File: src/rtl/operand_fetch_pkg.sv
// Shared definitions for the operand fetch sequencer: FSM encoding and the
// hard-wired zero register address.
package operand_fetch_pkg;

  typedef enum logic [1:0] {
    ST_IDLE = 2'd0,
    ST_WAIT = 2'd1,
    ST_HOLD = 2'd2
  } state_t;

  localparam int unsigned REG_ZERO = 32'd0;

endpackage

File: src/rtl/operand_fetch_slot.sv
// One operand lane: latched source address/use, writeback bypass tracking,
// capture mux with r0 forcing, and the held operand register.
module operand_slot
  import operand_fetch_pkg::*;
#(
  parameter int DATA_WIDTH = 32,
  parameter int ADDR_WIDTH = 5
) (
  input  logic                  iClk,
  input  logic                  iRst_n,
  input  logic                  iFlush,
  input  logic                  iLoad,
  input  logic                  iActive,
  input  logic                  iCapture,
  input  logic                  iHold,
  input  logic                  iRelease,
  input  logic [ADDR_WIDTH-1:0] iReqAddr,
  input  logic                  iReqUse,
  input  logic                  iWbEn,
  input  logic [ADDR_WIDTH-1:0] iWbAddr,
  input  logic [DATA_WIDTH-1:0] iWbData,
  input  logic [DATA_WIDTH-1:0] iDataRead,
  output logic [ADDR_WIDTH-1:0] oAddrRead,
  output logic                  oEnRead,
  output logic [DATA_WIDTH-1:0] oOp
);

  logic [ADDR_WIDTH-1:0] addr_r;
  logic                  use_r;
  logic                  en_r;
  logic                  bypValid_r;
  logic [DATA_WIDTH-1:0] bypData_r;
  logic [DATA_WIDTH-1:0] op_r;
  logic                  reqHit_s;
  logic                  latHit_s;
  logic                  hit_s;
  logic [DATA_WIDTH-1:0] capVal_s;

  // Writeback match detection and capture value selection (newest data wins)
  always_comb begin
    reqHit_s = iLoad && iReqUse && (iWbAddr == iReqAddr);
    latHit_s = iActive && use_r && (iWbAddr == addr_r);
    hit_s    = iWbEn && (iWbAddr != ADDR_WIDTH'(REG_ZERO)) && (reqHit_s || latHit_s);
    if (!use_r || (addr_r == ADDR_WIDTH'(REG_ZERO))) begin
      capVal_s = {DATA_WIDTH{1'b0}};
    end else if (hit_s) begin
      capVal_s = iWbData;
    end else if (bypValid_r) begin
      capVal_s = bypData_r;
    end else begin
      capVal_s = iDataRead;
    end
  end

  // Request latch, bypass record, read enable and operand register
  always_ff @(posedge iClk or negedge iRst_n) begin
    if (!iRst_n) begin
      addr_r     <= {ADDR_WIDTH{1'b0}};
      use_r      <= 1'b0;
      en_r       <= 1'b0;
      bypValid_r <= 1'b0;
      bypData_r  <= {DATA_WIDTH{1'b0}};
      op_r       <= {DATA_WIDTH{1'b0}};
    end else if (iFlush) begin
      en_r       <= 1'b0;
      bypValid_r <= 1'b0;
    end else begin
      if (iLoad) begin
        addr_r     <= iReqAddr;
        use_r      <= iReqUse;
        en_r       <= iReqUse;
        bypValid_r <= hit_s;
        bypData_r  <= iWbData;
      end else if (hit_s) begin
        bypValid_r <= 1'b1;
        bypData_r  <= iWbData;
      end
      if (iRelease) begin
        en_r <= 1'b0;
      end
      // In HOLD a matching writeback refreshes the presented operand in place
      if (iCapture) begin
        op_r <= capVal_s;
      end else if (iHold && hit_s) begin
        op_r <= iWbData;
      end
    end
  end

  assign oAddrRead = addr_r;
  assign oEnRead   = en_r;
  assign oOp       = op_r;

endmodule

File: src/rtl/operand_fetch.sv
// Operand fetch sequencer: accepts a decoded request, drives the register
// file read ports for READ_LAT cycles and presents both bypassed operands.
module operand_fetch
  import operand_fetch_pkg::*;
#(
  parameter int DATA_WIDTH = 32,
  parameter int ADDR_WIDTH = 5,
  parameter int READ_LAT   = 2
) (
  input  logic                  iClk,
  input  logic                  iRst_n,
  input  logic                  iFlush,
  input  logic                  iReqValid,
  output logic                  oReqReady,
  input  logic [ADDR_WIDTH-1:0] iReqAddr0,
  input  logic [ADDR_WIDTH-1:0] iReqAddr1,
  input  logic                  iReqUse0,
  input  logic                  iReqUse1,
  output logic                  oOpValid,
  input  logic                  iOpReady,
  output logic [DATA_WIDTH-1:0] oOp0,
  output logic [DATA_WIDTH-1:0] oOp1,
  output logic [ADDR_WIDTH-1:0] oAddrRead0,
  output logic [ADDR_WIDTH-1:0] oAddrRead1,
  output logic                  oEnRead0,
  output logic                  oEnRead1,
  input  logic [DATA_WIDTH-1:0] iDataRead0,
  input  logic [DATA_WIDTH-1:0] iDataRead1,
  input  logic                  iWbEn,
  input  logic [ADDR_WIDTH-1:0] iWbAddr,
  input  logic [DATA_WIDTH-1:0] iWbData
);

  localparam int CNT_W = $clog2(READ_LAT + 1);

  state_t           state_r;
  state_t           stateNext_s;
  logic [CNT_W-1:0] cnt_r;
  logic             reqReady_r;
  logic             opValid_r;
  logic             accept_s;
  logic             capture_s;
  logic             release_s;
  logic             active_s;
  logic             hold_s;

  // Next-state and phase strobes; flush overrides every handshake
  always_comb begin
    stateNext_s = state_r;
    accept_s    = 1'b0;
    capture_s   = 1'b0;
    release_s   = 1'b0;
    if (iFlush) begin
      stateNext_s = ST_IDLE;
    end else begin
      case (state_r)
        ST_IDLE: begin
          if (iReqValid) begin
            accept_s    = 1'b1;
            stateNext_s = ST_WAIT;
          end else begin
            stateNext_s = ST_IDLE;
          end
        end
        ST_WAIT: begin
          if (cnt_r == CNT_W'(1)) begin
            capture_s   = 1'b1;
            stateNext_s = ST_HOLD;
          end else begin
            stateNext_s = ST_WAIT;
          end
        end
        ST_HOLD: begin
          if (iOpReady) begin
            release_s   = 1'b1;
            stateNext_s = ST_IDLE;
          end else begin
            stateNext_s = ST_HOLD;
          end
        end
        default: stateNext_s = ST_IDLE;
      endcase
    end
  end

  assign active_s = !iFlush && (state_r != ST_IDLE);
  assign hold_s   = !iFlush && (state_r == ST_HOLD);

  // State, latency counter and registered handshake outputs
  always_ff @(posedge iClk or negedge iRst_n) begin
    if (!iRst_n) begin
      state_r    <= ST_IDLE;
      cnt_r      <= {CNT_W{1'b0}};
      reqReady_r <= 1'b1;
      opValid_r  <= 1'b0;
    end else begin
      state_r    <= stateNext_s;
      reqReady_r <= (stateNext_s == ST_IDLE);
      opValid_r  <= (stateNext_s == ST_HOLD);
      if (iFlush) begin
        cnt_r <= {CNT_W{1'b0}};
      end else if (accept_s) begin
        cnt_r <= CNT_W'(READ_LAT);
      end else if ((state_r == ST_WAIT) && (cnt_r != {CNT_W{1'b0}})) begin
        cnt_r <= cnt_r - CNT_W'(1);
      end else begin
        cnt_r <= cnt_r;
      end
    end
  end

  assign oReqReady = reqReady_r;
  assign oOpValid  = opValid_r;

  operand_slot #(.DATA_WIDTH(DATA_WIDTH), .ADDR_WIDTH(ADDR_WIDTH)) uSlot0 (
    .iClk(iClk), .iRst_n(iRst_n), .iFlush(iFlush), .iLoad(accept_s),
    .iActive(active_s), .iCapture(capture_s), .iHold(hold_s), .iRelease(release_s),
    .iReqAddr(iReqAddr0), .iReqUse(iReqUse0), .iWbEn(iWbEn), .iWbAddr(iWbAddr),
    .iWbData(iWbData), .iDataRead(iDataRead0), .oAddrRead(oAddrRead0),
    .oEnRead(oEnRead0), .oOp(oOp0)
  );

  operand_slot #(.DATA_WIDTH(DATA_WIDTH), .ADDR_WIDTH(ADDR_WIDTH)) uSlot1 (
    .iClk(iClk), .iRst_n(iRst_n), .iFlush(iFlush), .iLoad(accept_s),
    .iActive(active_s), .iCapture(capture_s), .iHold(hold_s), .iRelease(release_s),
    .iReqAddr(iReqAddr1), .iReqUse(iReqUse1), .iWbEn(iWbEn), .iWbAddr(iWbAddr),
    .iWbData(iWbData), .iDataRead(iDataRead1), .oAddrRead(oAddrRead1),
    .oEnRead(oEnRead1), .oOp(oOp1)
  );

endmodule

File: config.mk
export PLATFORM = sky130hd
export DESIGN_NAME = operand_fetch
export DESIGN_NICKNAME = d
export VERILOG_FILES = /design/src/rtl/operand_fetch_pkg.sv /design/src/rtl/operand_fetch_slot.sv /design/src/rtl/operand_fetch.sv
export SDC_FILE = /design/constraint.sdc
export NUM_CORES = 1
export LEC_CHECK = 0
export CELL_PAD_IN_SITES_DETAIL_PLACEMENT = 1
export CELL_PAD_IN_SITES_GLOBAL_PLACEMENT = 2
export CORE_MARGIN = 2
export CORE_UTILIZATION = 32
export DETAILED_ROUTE_END_ITERATION = 6
export GPL_ROUTABILITY_DRIVEN = 1
export PLACE_DENSITY_LB_ADDON = 0.3
export SLEW_MARGIN = 20
export SYNTH_ARGS = -nofsm -noshare
export SYNTH_HDL_FRONTEND = slang
export SYNTH_HIERARCHICAL = 1
export SYNTH_SLANG_ARGS = --single-unit
File: constraint.sdc
create_clock -name iClk -period 3.9 [get_ports iClk]
set_clock_uncertainty 0.2 [all_clocks]
set_input_delay 0.585 -clock iClk [delete_from_list [all_inputs] [get_ports iClk]]
set_output_delay 0.585 -clock iClk [all_outputs]
set_load 0.01 [all_outputs]
### After elaboration in Yosys (flattened, before gate mapping)

Cells that the tools add are included.

* output and inout bits: 78
* bits of input ports: 119
* register bits: 150
* word-level logic and storage cells: 112

* multiplexer cells: 43
* bitwise logic cells: 1
* reductions and logical operators: 43
* equal/unequal tests: 8
* $add $sub $neg: 1

Operators by type and width (count)
* $mux W32: 14
* $mux W1: 22
* $eq A5 B5 Y1: 4
* $logic_and A1 B1 Y1: 16
* $mux W2: 6
* $reduce_bool A2 Y1: 6
* $reduce_bool A3 Y1: 4
* $logic_not A5 Y1: 2
* $reduce_and A2 Y1: 5
* $pmux W2 S3: 1
* $reduce_bool A5 Y1: 1
* $eq A2 B1 Y1 const B: 2
* $eq A2 B2 Y1 const B: 2
* $logic_not A2 Y1: 2
* $logic_or A1 B1 Y1: 4
* $logic_not A1 Y1: 3
* $sub A2 B1 Y2 const B: 1
* $not A1 Y1: 1

### Logic depth before layout (Yosys ltp)

* depth in word-level cells: 10
* mapped depth: 10
* gate-level depth less buffers: 7

### Hierarchy

The synthesis kept the hierarchy.

By module, submodules not included
* operand_slot: area each 4190.3 sq um, cells each 400, seq. area each 1801.7 sq um, instances 2
* operand_fetch: area each 344.1 sq um, cells each 34, seq. area each 151.4 sq um, instances 1

### Worst setup path before layout

OpenSTA, ideal clock, no wires.

* path type: flip-flop to flip-flop
* start: register state_r[0]
* end: register uSlot0.bypData_r[10]
* cell stages (with the launch flop): 11
* period minus slack after synthesis: 2.816 ns
* arrival: 2.491 ns
* data required time: 3.575 ns
* setup time: 0.125 ns
* path buffers: 3
* path slack: 1.084 ns
* path through: dfrtp_1 buf_2 nand2b_4 nor3_2 nand2_1 o32a_1 or2_1 buf_2 a21oi_4 buf_6 mux2_2

* word-level cells in the longest chain between the ends: 9
* elaborated cells on any way between the ends: 14
* those cells by class: 3 x mux; 11 x reduce/logical

Ends and longest elaborated chain
* from (decl): line operand_fetch.sv:36 `state_t state_r;`
* from (signal assigned): line operand_fetch.sv:97 `state_r <= stateNext_s;`
* $logic_not A2 Y1 (*): line operand_fetch.sv:56 `case (state_r)`
* $mux W1 (*): line operand_fetch.sv:56
* $mux W1 (*): line operand_fetch.sv:53 `if (iFlush) begin`
* via accept_s: line operand_fetch.sv:41 `logic accept_s;`
* $logic_and A1 B1 Y1 (2 in a row): line operand_fetch_slot.sv:41 `reqHit_s = iLoad && iReqUse && (iWbAddr == iReqAddr);`
* $logic_or A1 B1 Y1: line operand_fetch_slot.sv:43 `hit_s = iWbEn && (iWbAddr != ADDR_WIDTH'(REG_ZERO)) && (reqHit_s || latHit_s);`
* $logic_and A1 B1 Y1: line operand_fetch_slot.sv:43
* $reduce_bool A2 Y1 (no line)
* $reduce_and A2 Y1 (no line)
* to (signal assigned): line operand_fetch_slot.sv:62 `bypData_r <= {DATA_WIDTH{1'b0}};`
* to (signal assigned): line operand_fetch_slot.sv:73 `bypData_r <= iWbData;`
* to (signal assigned): line operand_fetch_slot.sv:76 `bypData_r <= iWbData;`
* to (decl): line operand_fetch_slot.sv:32 `logic [DATA_WIDTH-1:0] bypData_r;`

Mark *: on every way through the listed nets, which the timed path passes. The rest lies on a longest branch.
A chain may end at the register's enable or synchronous reset.

### Worst setup path in the final report

* start: input iWbAddr[3]
* end: register uSlot1.bypData_r[23]

* word-level cells in the longest chain between the ends: 6
* elaborated cells on any way between the ends: 10
* those cells by class: 2 x eq/ne; 8 x reduce/logical

Ends and longest elaborated chain
* from (decl): line operand_fetch.sv:30 `input logic [ADDR_WIDTH-1:0] iWbAddr,`
* $eq A5 B5 Y1 (on tied branches): line operand_fetch_slot.sv:41, operand_fetch_slot.sv:42
* $logic_and A1 B1 Y1 (on tied branches): line operand_fetch_slot.sv:41, operand_fetch_slot.sv:42
* $logic_or A1 B1 Y1: line operand_fetch_slot.sv:43
* $logic_and A1 B1 Y1 (*): line operand_fetch_slot.sv:43
* $reduce_bool A2 Y1 (no line) (*)
* $reduce_and A2 Y1 (no line) (*)
* to (signal assigned): line operand_fetch_slot.sv:62
* to (signal assigned): line operand_fetch_slot.sv:73
* to (signal assigned): line operand_fetch_slot.sv:76
* to (decl): line operand_fetch_slot.sv:32

Mark *: on every way between the ends. The rest lies on a longest branch, timed or not.

==> impl_metrics.ini <==
[outcome]
status = complete, but fails checks
violations = hold timing

[critical_path]
cp.arrival_ps = 3410
critPathCaptureType = flip-flop
critPathMaxFanout = 21
start_kind = primary input
r2r_setup_slack_ps = 760
reg2reg_to = uSlot1/bypData_r[23]$_DFFE_PN0P_
worstSetupStartpoint = iWbAddr[3]
ff2ff_path_depth = 8
reg2reg_from = state_r[0]$_DFF_PN0_
critPathKind = in -> reg
crit_path_end = uSlot1/bypData_r[23]$_DFFE_PN0P_
critical_path_required_ps = 4010

[place]
gp_congestion = 0.7612
port_buffers = 196
dp_hpwl_mm = 19.07

[timing]
slew_headroom_pct = 23.76
grt_setup_unrepaired = no
worstMarginPinSlew_ps = 1139
fmax_mhz = 302.6
drv_slew = 0
setup_viol = 0
final.period_utilization_pct = 84.74
period_minus_slack_ps = 3305
hold-worst-slack_ps = -7.973
setup_tns_ps = 0
final-hold-violation-count = 4

[cts]
clock_path_buffers = 2
cts_resized = 0
htree_levels = 4
cts_buffers = 17
worstSkewPairLatency_ps = 430
clock-root-buffer = clkbuf_16
postCtsSetupBuffers = 0
cts.clk_slew.worst_paths_ps = 80
cts_tree = built
clock_sinks = 150
postCtsHoldBufs = 0

[floorplan]
die_w_um = 169.1
fp.dieH_um = 169.1
core_mm2 = 0.02688
rows = 60
io_pins = 197
start_util_pct = 32.46
die_area_mm2 = 0.02860

[global_routing]
grt-busiest-layer = met2
grt_pass1_wl_mm = 45.75
grtUsageMet1_pct = 28.36
use_met3_pct = 3.998
grt_overflow = 0
grtUsageMet2_pct = 33.61
grtUsageTotal_pct = 20.66
antenna_found_initial = 1
grt_pass1_vias = 7742
grt_max_degree = 83

[routing]
drt-pass1-iter-count = 4
drt_iter0_markers = 377
drc = 0
vias_per_cell = 5.390
antenna_left = 0
vias = 7298
wl_per_cell_um = 21.82
drt-total-wl_mm = 29.55

[synthesis]
synth_top_area_share_pct = 42.74
synth_edf_count = 0
synth_compound_area_share_pct = 15.75
yosys-top-cells-area = dfrtp_1 (43%), mux2i_1 (15%), mux2_2 (9.6%)
synthMuxAreaShare_pct = 24.49
synth_adder_area_share_pct = 0.2868
synth_top_cell_by_area = dfrtp_1
ys.flop_type = dfrtp_1
synth_commonest_cells = dfrtp_1 (149), mux2i_1 (128), o21ai_0 (119), mux2_2 (74), nand2_1 (72)
ys_seq_area_share_pct = 43.04
synthSimpleGateAreaFrac_pct = 9.967
syn_inst = 834
synthArstFlopShare_pct = 100.0
syn-num-nets = 955
yosysWarnings = 6
synthXorXnorAreaFrac_pct = 2.008
synth_area_mm2 = 0.008725
ys_types = 40
syn_avg_cell_area_um2 = 10.46
yosysMostFrequentCell = dfrtp_1
ys_ff_latch = 150
synth_top_family_by_area = multiplexers

[power_and_ir_drop]
p_per_area_mw_per_mm2 = 367.0
p_leak_nw = 4.657
vdd_drop_max_mv = 0.2027

[layout]
nNetsFinal = 1120
layout-drive-gt1-share_pct = 15.02
seqCellArea_mm2 = 0.003760
fill_cells = 2969
area_delta_synth_final_pct = 32.32
fin_util_pct = 42.96
multi_input_area_mm2 = 0.004622

[worst_hold_path]
hold_path.class = in -> async

[flow_run]
maxCapViolCount = 0
## worst min path at each step
| stage | cells after the start | end | slack (ps) | from |
|---|---|---|---|---|
| 4_1_cts | 1 | uSlot0/bypData_r[25]$_DFFE_PN0P_ | 40 | iRst_n |
| 3_5_place_dp | 1 | uSlot1/bypData_r[9]$_DFFE_PN0P_ | 280 | uSlot1/bypData_r[9]$_DFFE_PN0P_ |
| 5_1_grt | 1 | uSlot0/bypData_r[24]$_DFFE_PN0P_ | 60 | iRst_n |
| 3_3_place_gp | 1 | uSlot1/bypData_r[9]$_DFFE_PN0P_ | 270 | uSlot1/bypData_r[9]$_DFFE_PN0P_ |
| 2_1_floorplan | 0 | cnt_r[0]$_DFFE_PN0P_ | 90 | iRst_n |
| 6_report | 1 | uSlot0/bypData_r[25]$_DFFE_PN0P_ | -8 | iRst_n |
## flip-flops by register name, indices dropped and copies added, names as in the netlist
signal,flops
uSlot0/bypData_r,32
uSlot0/oOp,32
uSlot1/bypData_r,32
uSlot1/oOp,32
uSlot0/oAddrRead,5
uSlot1/oAddrRead,5
cnt_r,2
state_r,2
oOpValid,1
oReqReady,1
uSlot0/bypValid_r,1
uSlot0/oEnRead,1
uSlot0/use_r,1
uSlot1/bypValid_r,1
uSlot1/oEnRead,1
uSlot1/use_r,1
## per-stage QoR
step | setup slack (ps) | std cells | area, µm² | power, mW | hold WS [ps]
2_1_floorplan | 1084 | 834 | 8725 | 2.287 | 89.41
3_5_place_dp | 197.8 | 1321 | 10980 | 2.676 | 278.5
5_1_grt | 499.6 | 1353 | 11540 | 4.444 | 55.17
3_3_place_gp | 293.0 | 1321 | 10980 | 2.650 | 266.7
6_report | 595.1 | 1354 | 11540 | 4.237 | -7.973
4_1_cts | 653.4 | 1353 | 11540 | 4.290 | 41.28
## critical path, stage by stage
cell and delay, ps:
clkdlybuf4s50_1 570, xnor2_1 270, nand4_1 140, o32a_2 550, or2_2 360, a21oi_4 150
buf_4 380, mux2_2 390
## power by group
group / switching, mW / internal (mW) / total [mW]
Sequential: 0.138 / 1.76 / 1.90
Clock: 0.746 / 0.850 / 1.60
Combinational: 0.312 / 0.426 / 0.738
## placed cells by master, fill, tap and decap left out, types with 10 or more instances in the layout
cell type          n
buf_4             22
clkbuf_16         17
clkdlybuf4s50_1  194
dfrtp_1          147
mux2_2            74
mux2i_1          128
nand2_1           72
nor2b_1           64
o21ai_0          119
o21ai_1           10
o221ai_1          64
xnor2_1           18
## logic make-up after synthesis
logic type / after synthesis
flip-flops: 150
AND/OR/NAND/NOR: 167
XOR/XNOR: 20
adder cells (fa/ha/maj): 2
AO/OA/AOI/OAI: 213
multiplexers: 204
buffers and inverters: 78
## cell type report
type / count / area share (%)
Antenna cell: 1 / 0.02168
Clock buffer: 18 / 3.804
Clock inverter: 14 / 1.019
Inverter: 5 / 0.1626
Multi-Input combinational cell: 606 / 40.03
Sequential cell: 150 / 32.57
Tap cell: 341 / 3.696
Timing Repair Buffer: 219 / 18.70
## metal layers
metal	part of all wire (%)	routed length, µm
met1	47	13990
met2	46	13650
met3	5.2	1541
met4	1.2	366
met5	0	0
No activity file was read; power rests on OpenSTA's default activity.
==> patch 1: new RTL, config.mk and constraints unchanged <==
Reset style: synchronous (`iRst_n`), changed in 2 clocked blocks.
--- a/src/rtl/operand_fetch_slot.sv
+++ b/src/rtl/operand_fetch_slot.sv
@@ -53,7 +53,7 @@
   end
 
   // Request latch, bypass record, read enable and operand register
-  always_ff @(posedge iClk or negedge iRst_n) begin
+  always_ff @(posedge iClk) begin
     if (!iRst_n) begin
       addr_r     <= {ADDR_WIDTH{1'b0}};
       use_r      <= 1'b0;
--- a/src/rtl/operand_fetch.sv
+++ b/src/rtl/operand_fetch.sv
@@ -87,7 +87,7 @@
   assign hold_s   = !iFlush && (state_r == ST_HOLD);
 
   // State, latency counter and registered handshake outputs
-  always_ff @(posedge iClk or negedge iRst_n) begin
+  always_ff @(posedge iClk) begin
     if (!iRst_n) begin
       state_r    <= ST_IDLE;
       cnt_r      <= {CNT_W{1'b0}};
Check against the original RTL: differs if iRst_n is asserted again (counterexample within 4 cycles, from zero or initial values and one cycle with iRst_n low); with iRst_n held inactive, the same outputs for 4 cycles.
==> patch 1 against the unedited design <==
  * Synthesized area shrank 9.8%
  * Routed wire length fell by 18%
  * Critical path depth unchanged
  * Sequential cell count unchanged
  * Total power is 12% lower
  * Worst setup slack better by 0.43 ns
  * Design area fell by 8.6%
  * Clock power rose by 9%
  * Count of clock-buffer cells in the layout grew 2
  * Via count decreased by 13%
  * Largest cell class unchanged
  * Highest routed layer unchanged
==> patch 1: results (changes against the unedited design) <==
Power
  • Leak: 0.00360 uW (-23%)
  • Sequential share of power: 42.2% (-2.7 points)
  • NetSw: 876 uW (-27%)
  • Clock network fraction of design power: 46.9% (+9.2 points)

GRT
  • First-pass GRT wire length: 37.9 mm (-17%)
  • Vias in the first global route: 6,643 (-14%)

Finish
  • Final-stage net count: 1,074 (-4.1%)
  • Layout cells sized above 1: 22.9% (+7.9 points)
  • Number of inserted diodes: 0 (-1)
  • Fill count: 2,749 (-7.4%)

Detailed routing
  • DRT iter0 DRCs: 216 (-43%)

Synth
  • Top cells by area, synth: dfxtp_1, mux2i_1, a22oi_2, mux2_2, nand2_1
  • Register area share after synthesis: 38.2% (-4.9 points)
  • Post-synth top cells: dfxtp_1, nand2_1, mux2i_1
  • Syn_nets: 908 (-4.9%)
  • Asr flop ratio synth: 0% (-100 points)
  • Commonest register cell after synthesis: dfxtp_1

Min path
  • Worst Hold Class: register to register

Critical path
  • R2r worst-path depth: 7 (-1)
  • Worst reg-to-reg setup slack: 1.24 ns (+0.48 ns)
  • Worst-path maximum fanout: 34 (+62%)
  • Terminus of the critical flop-to-flop path: uSlot0/oOp[29]$_SDFFE_PN0P_
  • RR Startpoint: state_r[1]$_SDFF_PN0_

Place
  • Dpl hpwl: 16.2 mm (-15%)
  • Routability cong.: 0.730 (-4.1%)

Status
  • Outcome: finished, final reports clean

Timing
  • Slew headroom: 31.1% (+7.3 points)
patch 1: kinds of logic (layout without fill, tap and decap cells):
group                      Yosys count  after routing  synth area share [%]
muxes                              144            144                  19.3
and+or+nand+nor                    186            186                  10.9
AOI/OAI and AO/OA                  213            213                  22.7
buffers and inverters               72            251                  6.39
xor gates and xnor gates            20             20                  2.23
adders and majority gates            2              2                 0.318
DFF                                150            150                  38.2
patch 1: metal layers:
metal / routed length [um] / up-vias / track usage (%) / part of all wire, %
li1: - / 3127 / - / -
met1: 11300 / 3041 / 24.2 / 47
met2: 11500 / 131 / 31.4 / 48
met3: 1070 / 18 / 4.44 / 4.4
met4: 284 / 0 / 4.63 / 1.2
met5: 0 / - / 0 / 0
patch 1: worst min-delay path by stage:
stage,start,to,slack [ns],cells past startpoint
after global placement,uSlot0/bypData_r[4]$_SDFFE_PN0P_,uSlot0/bypData_r[4]$_SDFFE_PN0P_,0.24,2
after floorplan,uSlot0/bypData_r[0]$_SDFFE_PN0P_,uSlot0/bypData_r[0]$_SDFFE_PN0P_,0.23,2
after CTS,uSlot1/bypData_r[3]$_SDFFE_PN0P_,uSlot1/bypData_r[3]$_SDFFE_PN0P_,0.26,2
after global routing,uSlot1/bypData_r[20]$_SDFFE_PN0P_,uSlot1/bypData_r[20]$_SDFFE_PN0P_,0.27,2
after detailed placement,uSlot1/bypData_r[20]$_SDFFE_PN0P_,uSlot1/bypData_r[20]$_SDFFE_PN0P_,0.24,2
final,uSlot1/bypData_r[31]$_SDFFE_PN0P_,uSlot1/bypData_r[31]$_SDFFE_PN0P_,0.26,2
patch 1: critical path, cell delays in order:
cell and delay (ns):
clkdlybuf4s50_1 0.47, nor4b_4 0.53, nand3_1 0.14, o22a_1 0.30, o22ai_4 0.28, buf_4 0.44
o21ai_1 0.13, a21oi_1 0.15
patch 1: metrics by stage:
| step | hold slack, ns | instances | worst slack, ns | instance area [um2] |
|---|---|---|---|---|
| 3_5_place_dp | 0.244 | 1258 | 0.589 | 9940 |
| 6_report | 0.257 | 1290 | 1.03 | 10600 |
| 3_3_place_gp | 0.240 | 1258 | 0.623 | 9940 |
| 4_1_cts | 0.258 | 1290 | 1.02 | 10600 |
| 2_1_floorplan | 0.231 | 787 | 1.46 | 7870 |
| 5_1_grt | 0.269 | 1290 | 0.795 | 10600 |
patch 1: cell type report:
| type | count | area share, % |
|---|---|---|
| clock inverter | 12 | 1.68 |
| timing repair buffer | 209 | 20.0 |
| inverter | 10 | 0.379 |
| sequential | 150 | 28.5 |
| multi-input combinational | 565 | 41.5 |
| tap | 324 | 3.84 |
| clock buffer | 20 | 4.14 |
==> patch 2: new RTL, same flow settings <==
Made on the original files. Set the parameter `READ_LAT` to 1 (it was 2).
--- a/src/rtl/operand_fetch.sv
+++ b/src/rtl/operand_fetch.sv
@@ -5,7 +5,7 @@
 #(
   parameter int DATA_WIDTH = 32,
   parameter int ADDR_WIDTH = 5,
-  parameter int READ_LAT   = 2
+  parameter int READ_LAT   = 1
 ) (
   input  logic                  iClk,
   input  logic                  iRst_n,
Function: changed (a bounded check fails within 4 cycles, from zero or initial values and one cycle with iRst_n low).
==> patch 2 against the unedited design <==
  * Critical path depth unchanged
  * Routed wire length is 0.52% lower
  * Worst setup slack gained 0.086 ns
  * Sequential cell count decreased by 1
  * Total power up 7.8%
  * Die area shrank 0.91%
  * Design area is 0.18% higher
  * Synthesized area fell by 0.93%
==> patch 2: results (changes against the unedited design) <==
Critical path
  • Worst-path maximum fanout: 20 (-4.8%)
  • CP arrival: 3.26 ns (-0.15 ns)
  • Slowest CP cell: or3b_2
  • Slowest stage delay, CP: 0.50 ns (-0.07 ns)

Clocking
  • Clock Path Buffers: 2 (unchanged)
  • Cts repair resizes: 0 (unchanged)
  • Later-pin clock latency in the skew report: 0.43 ns (about the same)
  • CTS buffer count: 17 (unchanged)
  • Clock slew at reported path FFs: 0.07 ns
  • H-Tree Depth: 4 (unchanged)
  • Root Buffer: clkbuf_16

Synth
  • Yosys warnings: 6 (unchanged)
  • Register area share after synthesis: 43.2% (+0.12 points)
  • Top cells by area, synth: dfrtp_1, mux2i_1, mux2_2, o21ai_0, o221ai_1
  • Post-synth cell types: 32 (-20%)
  • Asr flop ratio synth: 100% (unchanged)
  • Post-synth top cells: dfrtp_1, mux2i_1, o21ai_0
  • Syn_nets: 946 (-0.94%)

Status
  • Outcome: finished, final reports clean

GRT
  • Tot GR Track Use: 20.8% (+0.17 points)
  • First-pass GRT wire length: 45.8 mm (about the same)
  • Vias in the first global route: 7,599 (-1.8%)
  • Largest net degree at the start of global routing: 81 (-2.4%)
  • Antenna violations before repair: 2 (+1)

Finish
  • Final-stage net count: 1,113 (-0.63%)
  • Fill count: 2,923 (-1.5%)
  • Layout cells sized above 1: 14.6% (-0.42 points)
  • Commonest non-fill, non-tap cell in the layout: clkdlybuf4s50_1

Power
  • Max IR drop VDD: 0.215 mV (+5.9%)
  • Leak: 0.00464 uW (-0.34%)

Detailed routing
  • DR vias/cell: 5.36 (-0.48%)
  • DRT iter0 DRCs: 355 (-5.8%)
  • Drt first pass iters: 4 (unchanged)
  • Routed WL per cell: 21.8 um (-0.16%)

Timing
  • Measured slew at the worst slew-check pin: 1.17 ns (+0.0269 ns)

Min path
  • Worst Hold Class: register to register

Place
  • Dpl hpwl: 18.9 mm (-0.68%)
  • Routability cong.: 0.746 (-2.0%)
  • IO buf count: 196 (unchanged)
patch 2: logic make-up after synthesis:
group / after synthesis / synth area share (%)
mux: 204 / 24.7
compound gates: 209 / 15.6
buf+inv: 78 / 4.66
flops: 149 / 43.2
xor+xnor: 20 / 2.03
simple gates: 167 / 9.84
patch 2: layer usage:
layer / wire (um) / track usage [%] / vias up
li1: - / - / 3355
met1: 14000 / 29.1 / 3678
met2: 13800 / 33.8 / 177
met3: 1260 / 3.46 / 22
met4: 280 / 4.80 / 4
met5: 26 / 0 / -
patch 2: report_power, final:
group / internal [uW] / switching, uW / total (uW)
clock network: 1140 / 699 / 1830
registers: 1770 / 153 / 1930
logic: 465 / 340 / 805
total: 3370 / 1190 / 4570
patch 2: timing repair:
action	in CTS	in global routing
buffers inserted	0	0
endpoints found under the hold margin	49	0
hold buffers	1	0
patch 2: area by class of cell:
| type | instances | area (um2) | share of cell area [%] |
|---|---|---|---|
| inverter | 4 | 15.0 | 0.130 |
| clock buffer | 19 | 433 | 3.74 |
| sequential | 149 | 3730 | 32.3 |
| clock inverter | 13 | 205 | 1.77 |
| multi-input combinational | 600 | 4560 | 39.4 |
| antenna | 1 | 2.50 | 0.0216 |
| timing repair buffer | 222 | 2190 | 18.9 |
| tap | 341 | 427 | 3.69 |
patch 2: through the flow:
| step | setup WS, ns | instance area [um2] | util (%) | std cells | hold slack [ns] |
|---|---|---|---|---|---|
| CTS | 0.688 | 11500 | 43.2 | 1347 | 0.291 |
| detailed placement | 0.301 | 10900 | 40.7 | 1314 | 0.275 |
| finish | 0.681 | 11600 | 43.3 | 1349 | 0.287 |
| floorplan | 0.756 | 8640 | - | 827 | 0.0894 |
| global placement | 0.404 | 10900 | 40.7 | 1314 | 0.267 |
| global route | 0.522 | 11600 | 43.3 | 1348 | 0.307 |
patch 2: final timing paths:
path / start / end / slack, ns / cells past startpoint
max reg2reg: state_r[1]$_DFF_PN0_ / uSlot1/oOp[12]$_DFFE_PN0P_ / 0.68 / 8
min in group asynchronous: iRst_n / uSlot1/oAddrRead[4]$_DFFE_PN0P_ / 0.47 / 2
min: uSlot1/bypData_r[9]$_DFFE_PN0P_ / uSlot1/bypData_r[9]$_DFFE_PN0P_ / 0.29 / 1
min reg2reg: uSlot1/bypData_r[9]$_DFFE_PN0P_ / uSlot1/bypData_r[9]$_DFFE_PN0P_ / 0.29 / 1
max: state_r[1]$_DFF_PN0_ / uSlot1/oOp[12]$_DFFE_PN0P_ / 0.68 / 8
max in group asynchronous: iRst_n / uSlot0/bypValid_r$_DFFE_PN0P_ / 2.19 / 3
patch 2: worst max-delay path, delay by kind of cell (launching register included):
kind / cells / cell delay [ns]
buffers and inverters: 1 / 0.28
and+or+nand+nor: 4 / 1.33
DFF: 1 / 0.42
AOI/OAI and AO/OA: 2 / 0.57
muxes: 1 / 0.20
